<file path="config.mk">
export PLATFORM = sky130hd
export DESIGN_NAME = cordic_prerotate
export DESIGN_NICKNAME = d
export VERILOG_FILES = /design/src/rtl/cordic_prerotate.sv
export SDC_FILE = /design/constraint.sdc
export NUM_CORES = 1
export LEC_CHECK = 0
export CELL_PAD_IN_SITES_DETAIL_PLACEMENT = 0
export CELL_PAD_IN_SITES_GLOBAL_PLACEMENT = 1
export CORE_MARGIN = 5
export CORE_UTILIZATION = 34
export CTS_BUF_LIST = sky130_fd_sc_hd__clkbuf_4 sky130_fd_sc_hd__clkbuf_8 sky130_fd_sc_hd__clkbuf_16
export CTS_CLUSTER_DIAMETER = 30
export CTS_CLUSTER_SIZE = 8
export DETAILED_ROUTE_END_ITERATION = 16
export HOLD_SLACK_MARGIN = 0.06
export PLACE_DENSITY_LB_ADDON = 0.1
export SLEW_MARGIN = 40
export SYNTH_ARGS = -nofsm -noshare
export SYNTH_HDL_FRONTEND = slang
export SYNTH_SLANG_ARGS = --single-unit
export TNS_END_PERCENT = 1
</file>
<file path="constraint.sdc">
create_clock -name i_clk -period 4.1 [get_ports i_clk]
set_input_delay 1.23 -clock i_clk [delete_from_list [all_inputs] [get_ports i_clk]]
set_output_delay 1.23 -clock i_clk [all_outputs]
set_load 0.01 [all_outputs]
</file>
<file path="src/rtl/cordic_prerotate.sv">
// ============================================================================
// Module      : cordic_prerotate
// Description : CORDIC input stage: pi pre-rotation fold into the convergence
//               range, behind a valid/ready skid buffer. Optional saturation
//               event counter enabled by defining CORDIC_PREROT_CNT_EN.
// Revision    : 1.0 - initial release
// ============================================================================
`default_nettype none

module cordic_prerotate #(
  parameter int FUNC_WIDTH    = 1,
  parameter int DATA_OP_WIDTH = 18,
  parameter int CNT_WIDTH     = 16
) (
  input  logic                            i_clk,
  input  logic                            i_rst,
  input  logic                            i_valid,
  output logic                            o_ready,
  input  logic [FUNC_WIDTH-1:0]           i_func,
  input  logic signed [DATA_OP_WIDTH-1:0] i_x,
  input  logic signed [DATA_OP_WIDTH-1:0] i_y,
  input  logic signed [DATA_OP_WIDTH-1:0] i_z,
  output logic                            o_valid,
  input  logic                            i_ready,
  output logic [FUNC_WIDTH-1:0]           o_func,
  output logic signed [DATA_OP_WIDTH-1:0] o_x,
  output logic signed [DATA_OP_WIDTH-1:0] o_y,
  output logic signed [DATA_OP_WIDTH-1:0] o_z,
  output logic                            o_fold,
  output logic [CNT_WIDTH-1:0]            o_sat_cnt
);

  localparam int W  = DATA_OP_WIDTH;
  localparam int PW = FUNC_WIDTH + 3 * W + 1;

  localparam logic [W-1:0] c_MIN = {1'b1, {(W-1){1'b0}}};
  localparam logic [W-1:0] c_MAX = {1'b0, {(W-1){1'b1}}};

  localparam logic [1:0] c_EMPTY = 2'd0;
  localparam logic [1:0] c_ONE   = 2'd1;
  localparam logic [1:0] c_FULL  = 2'd2;

  function automatic logic [W-1:0] sat_neg(input logic [W-1:0] v);
    return (v == c_MIN) ? c_MAX : -v;
  endfunction

  logic          w_fold;
  logic [W-1:0]  w_x_n;
  logic [W-1:0]  w_y_n;
  logic [W-1:0]  w_z_n;
  logic [PW-1:0] w_in;
  logic          w_accept;
  logic          w_load_out;
  logic          w_load_skid;
  logic          w_skid_to_out;
  logic [1:0]    w_state_nxt;
  logic [1:0]    r_state;
  logic          r_ready;
  logic [PW-1:0] r_out;
  logic [PW-1:0] r_skid;

  // Rotation folds when the top two angle bits differ (|z| >= pi/2); vectoring folds on negative x.
  assign w_fold = (i_func == '0) ? (i_z[W-1] ^ i_z[W-2]) : i_x[W-1];
  assign w_x_n  = w_fold ? sat_neg(i_x) : i_x;
  assign w_y_n  = w_fold ? sat_neg(i_y) : i_y;
  assign w_z_n  = w_fold ? {~i_z[W-1], i_z[W-2:0]} : i_z;
  assign w_in   = {i_func, w_x_n, w_y_n, w_z_n, w_fold};

  assign w_accept = i_valid & r_ready;

  always_ff @(posedge i_clk or posedge i_rst) begin
    if (i_rst) begin
      r_state <= c_EMPTY;
      r_ready <= 1'b1;
    end else begin
      r_state <= w_state_nxt;
      r_ready <= (w_state_nxt != c_FULL);
    end
  end

  always_comb begin
    w_state_nxt = r_state;
    case (r_state)
      c_EMPTY: if (w_accept) w_state_nxt = c_ONE;
      c_ONE: begin
        if (w_accept && !i_ready)      w_state_nxt = c_FULL;
        else if (!w_accept && i_ready) w_state_nxt = c_EMPTY;
      end
      c_FULL:  if (i_ready) w_state_nxt = c_ONE;
      default: w_state_nxt = c_EMPTY;
    endcase
  end

  always_comb begin
    o_valid       = (r_state != c_EMPTY);
    o_ready       = r_ready;
    w_load_out    = w_accept & ((r_state == c_EMPTY) | ((r_state == c_ONE) & i_ready));
    w_load_skid   = w_accept & (r_state == c_ONE) & ~i_ready;
    w_skid_to_out = (r_state == c_FULL) & i_ready;
  end

  always_ff @(posedge i_clk or posedge i_rst) begin
    if (i_rst) begin
      r_out  <= '0;
      r_skid <= '0;
    end else begin
      if (w_skid_to_out)   r_out <= r_skid;
      else if (w_load_out) r_out <= w_in;
      if (w_load_skid)     r_skid <= w_in;
    end
  end

  assign {o_func, o_x, o_y, o_z, o_fold} = r_out;

`ifdef CORDIC_PREROT_CNT_EN
  logic                 w_sat;
  logic [CNT_WIDTH-1:0] r_sat_cnt;

  // One event per operand, even if both lanes saturate.
  assign w_sat = w_fold & ((i_x == c_MIN) | (i_y == c_MIN));

  always_ff @(posedge i_clk or posedge i_rst) begin
    if (i_rst) begin
      r_sat_cnt <= '0;
    end else if (w_accept && w_sat && (r_sat_cnt != '1)) begin
      r_sat_cnt <= r_sat_cnt + CNT_WIDTH'(1);
    end
  end

  assign o_sat_cnt = r_sat_cnt;
`else
  assign o_sat_cnt = '0;
`endif

endmodule

`default_nettype wire

</file>
==> flow_summary.toml <==
[place]
hpwlAfterDp_um = 11400
placement.cell_area_um2 = 7130
gpl.final_weighted_congestion = 0.796
port-buffer-count = 116
dp_slack_ns = 0.242
dp_cells = 930

[cts]
clockRootBuffer = "sky130_fd_sc_hd__clkbuf_16"
clkSinkCount = 115
postCtsSetupRepairBufs = 0
worst_skew_pair.late_latency_ns = 0.42
clock_path_buffers = 2
cts_made_buffers = 17
cts-hold-fix-buffers = 0
cts_tree = "done"
cts.clk_slew.worst_paths_ns = 0.05
cts_h_tree_lvls = 4
cts_repair_resize_count = 0

[global_route]
maximum_number_of_pins_on_one_net_before_global_route_repair = 41
grt_first_pass_wirelength_um = 27400
grt_pass1_vias = 5135
grt.overflow.total = 0
antenna_found_initial = 0
track_usage_pct = 17.6

[detailed_routing]
vias = 4912
route.antenna.remaining_nets = 0
dr.pass1.iters = 4
postRouteWirelength_um = 16700
drt-vias-per-instance = 5.10
first_iter_violations = 208
drc = 0
avgRoutedWirePerCell_um = 17.3

[synthesis]
synth_top_area_share_pct = 50.1
synth_largest_area_cell = "sky130_fd_sc_hd__dfrtp_1"
netlist_instances = 609
ys_top_cells_by_area = "sky130_fd_sc_hd__dfrtp_1, sky130_fd_sc_hd__nand2_1, sky130_fd_sc_hd__a22oi_1"
synth_area_um2 = 5690
synthesis.yosys.warnings = 0
synth.avg_cell_area_um2 = 9.35
synthDistinctLibCells = 52
synth.ff_latch_count = 115
synth-seq-area-share_pct = 50.6

[sta]
rsz0062_at_grt = "false"
min_period_over_period_pct = 84.1
slew-limit-headroom_pct = 44.9
maxClockFrequency_mhz = 290
slew_at_the_pin_closest_to_its_max_slew_limit_ns = 0.824
finalClockSkew_ns = 0.0127
period_needed_ns = 3.45
timing.final.ws_setup_ns = 0.651
setup_violations = 0
hold_viol_final = 0
hold-worst-slack_ns = 0.474
slew_viol_final = 0
setup-tns-final_ns = 0

[final_layout]
stdcell_area_um2 = 7830
layout_common_cells = "sky130_fd_sc_hd__clkdlybuf4s50_1, sky130_fd_sc_hd__dfrtp_1, sky130_fd_sc_hd__nand2_1"
final_net_count = 791
finalCoreUtilization_pct = 47.4
antenna_cells = 0
final_common_cell = "sky130_fd_sc_hd__clkdlybuf4s50_1"
drive_above_1_share_pct = 10.2
fin_cells = 963
fillCellCount = 1575
flow.area_growth_from_synthesis_pct = 37.5

[worst_setup_path]
critical_path.startpoint_type = "input pin"
critical_path_class = "in -> reg"
critical_path.endpoint_type = "flop"
required_ns = 4.45
crit_path_max_fanout = 6
arrival_ns = 3.80

[min_path]
timing.hold.worst.class = "reg -> reg"

[floorplan]
core_um2 = 16500
dieWidth_um = 139
dieArea_um2 = 19400
design.portCount = 133
placementRows = 47
chipHeight_um = 139
floorplan.initialDensity_pct = 34.5

[run]
max_cap_violations = 0

[status]
status = "finished clean"

[pwr]
power_after_layout_mw = 5.58
power.static_leakage_nw = 3.40
vdd_ir_drop_max_mv = 0.342
power_density_nw_per_um2 = 713
[logic make-up (layout without fill, tap and decap cells)]
logic type / Yosys count / after routing / share of synthesized area (%)
compound gates: 188 / 188 / 21.4
xor+xnor: 20 / 20 / 3.08
fa+ha+maj: 2 / 2 / 0.439
buf+inv: 74 / 193 / 6.00
flops: 115 / 115 / 50.6
mux: 5 / 5 / 0.945
other cells: 1 / 16 / 0.0659
simple gates: 204 / 204 / 17.5
[flip-flops by register name, summed over array words and instances, names as in the netlist]
register / count
o_ready: 1
r_out: 56
r_skid: 56
r_state: 2
[power breakdown]
part           switching (mW)  internal [mW]  leakage, nW
Combinational           0.925          0.982         1.68
Clock                   0.519           1.16        0.333
Sequential              0.309           1.68         1.39
[layout make-up]
type	count	area [um^2]	area share (%)
clock buffers	23	502	6.41
inverters	23	90.1	1.15
flip-flops and latches	115	2880	36.8
multi-input cells	435	2550	32.6
well taps	220	275	3.52
clock inverters	9	173	2.21
repair buffers	138	1360	17.4
[synthesized netlist by cell type (all sizes together)]
| master | n |
|---|---|
| o211ai | 5 |
| and3b | 2 |
| dfrtp | 114 |
| conb | 1 |
| nand2 | 83 |
| o221ai | 2 |
| a21o | 4 |
| mux2i | 2 |
| mux2 | 3 |
| and4 | 1 |
| or2 | 3 |
| nor4 | 8 |
| or3b | 2 |
| o21a | 7 |
| a31oi | 8 |
| and2 | 3 |
| nor3 | 17 |
| or3 | 13 |
| xnor2 | 13 |
| a22oi | 35 |
| clkbuf | 33 |
| nor2 | 41 |
| a211oi | 3 |
| or4bb | 1 |
| inv | 23 |
| o311a | 1 |
| nand4 | 2 |
| nand3 | 3 |
| o22a | 4 |
| o21ai | 48 |
| o31ai | 8 |
| o41ai | 2 |
| a22o | 2 |
| or4 | 7 |
| dfstp | 1 |
| buf | 18 |
| nand2b | 8 |
| and3 | 4 |
| nor2b | 6 |
| a221o | 6 |
| a2bb2oi | 4 |
| ha | 2 |
| o22ai | 17 |
| xor2 | 7 |
| a21oi | 32 |
[path summary, 6_finish.rpt]
| path | startpoint | endpoint | slack [ns] | cells after the start |
|---|---|---|---|---|
| worst max-delay path | i_y[0] | r_skid[30] | 0.65 | 8 |
| worst min-delay path | r_out[55] | r_out[55] | 0.47 | 2 |
| worst max register to register | o_ready | r_skid[48] | 1.91 | 4 |
| worst min register to register | r_out[55] | r_out[55] | 0.47 | 2 |
| max in group asynchronous | i_rst | r_skid[52] | 2.21 | 3 |
| min in group asynchronous | i_rst | r_state[1] | 1.18 | 2 |
[routing by layer]
metal | vias up | track usage, % | wire, um
met5 | - | 0 | 0
met1 | 2384 | 22.8 | 7730
li1 | 2396 | - | -
met3 | 8 | 4.87 | 813
met2 | 124 | 28.8 | 8010
met4 | 0 | 5.25 | 116
[worst max-delay path, stage by stage]
cell and delay, ns:
sky130_fd_sc_hd__clkdlybuf4s50_1 0.47, sky130_fd_sc_hd__inv_1 0.09, sky130_fd_sc_hd__ha_1 0.18, sky130_fd_sc_hd__or3b_2 0.53, sky130_fd_sc_hd__or3_2 0.50, sky130_fd_sc_hd__nor4_4 0.41, sky130_fd_sc_hd__nand2b_1 0.23, sky130_fd_sc_hd__o22a_1 0.16
(Power assumes the default switching activity.)
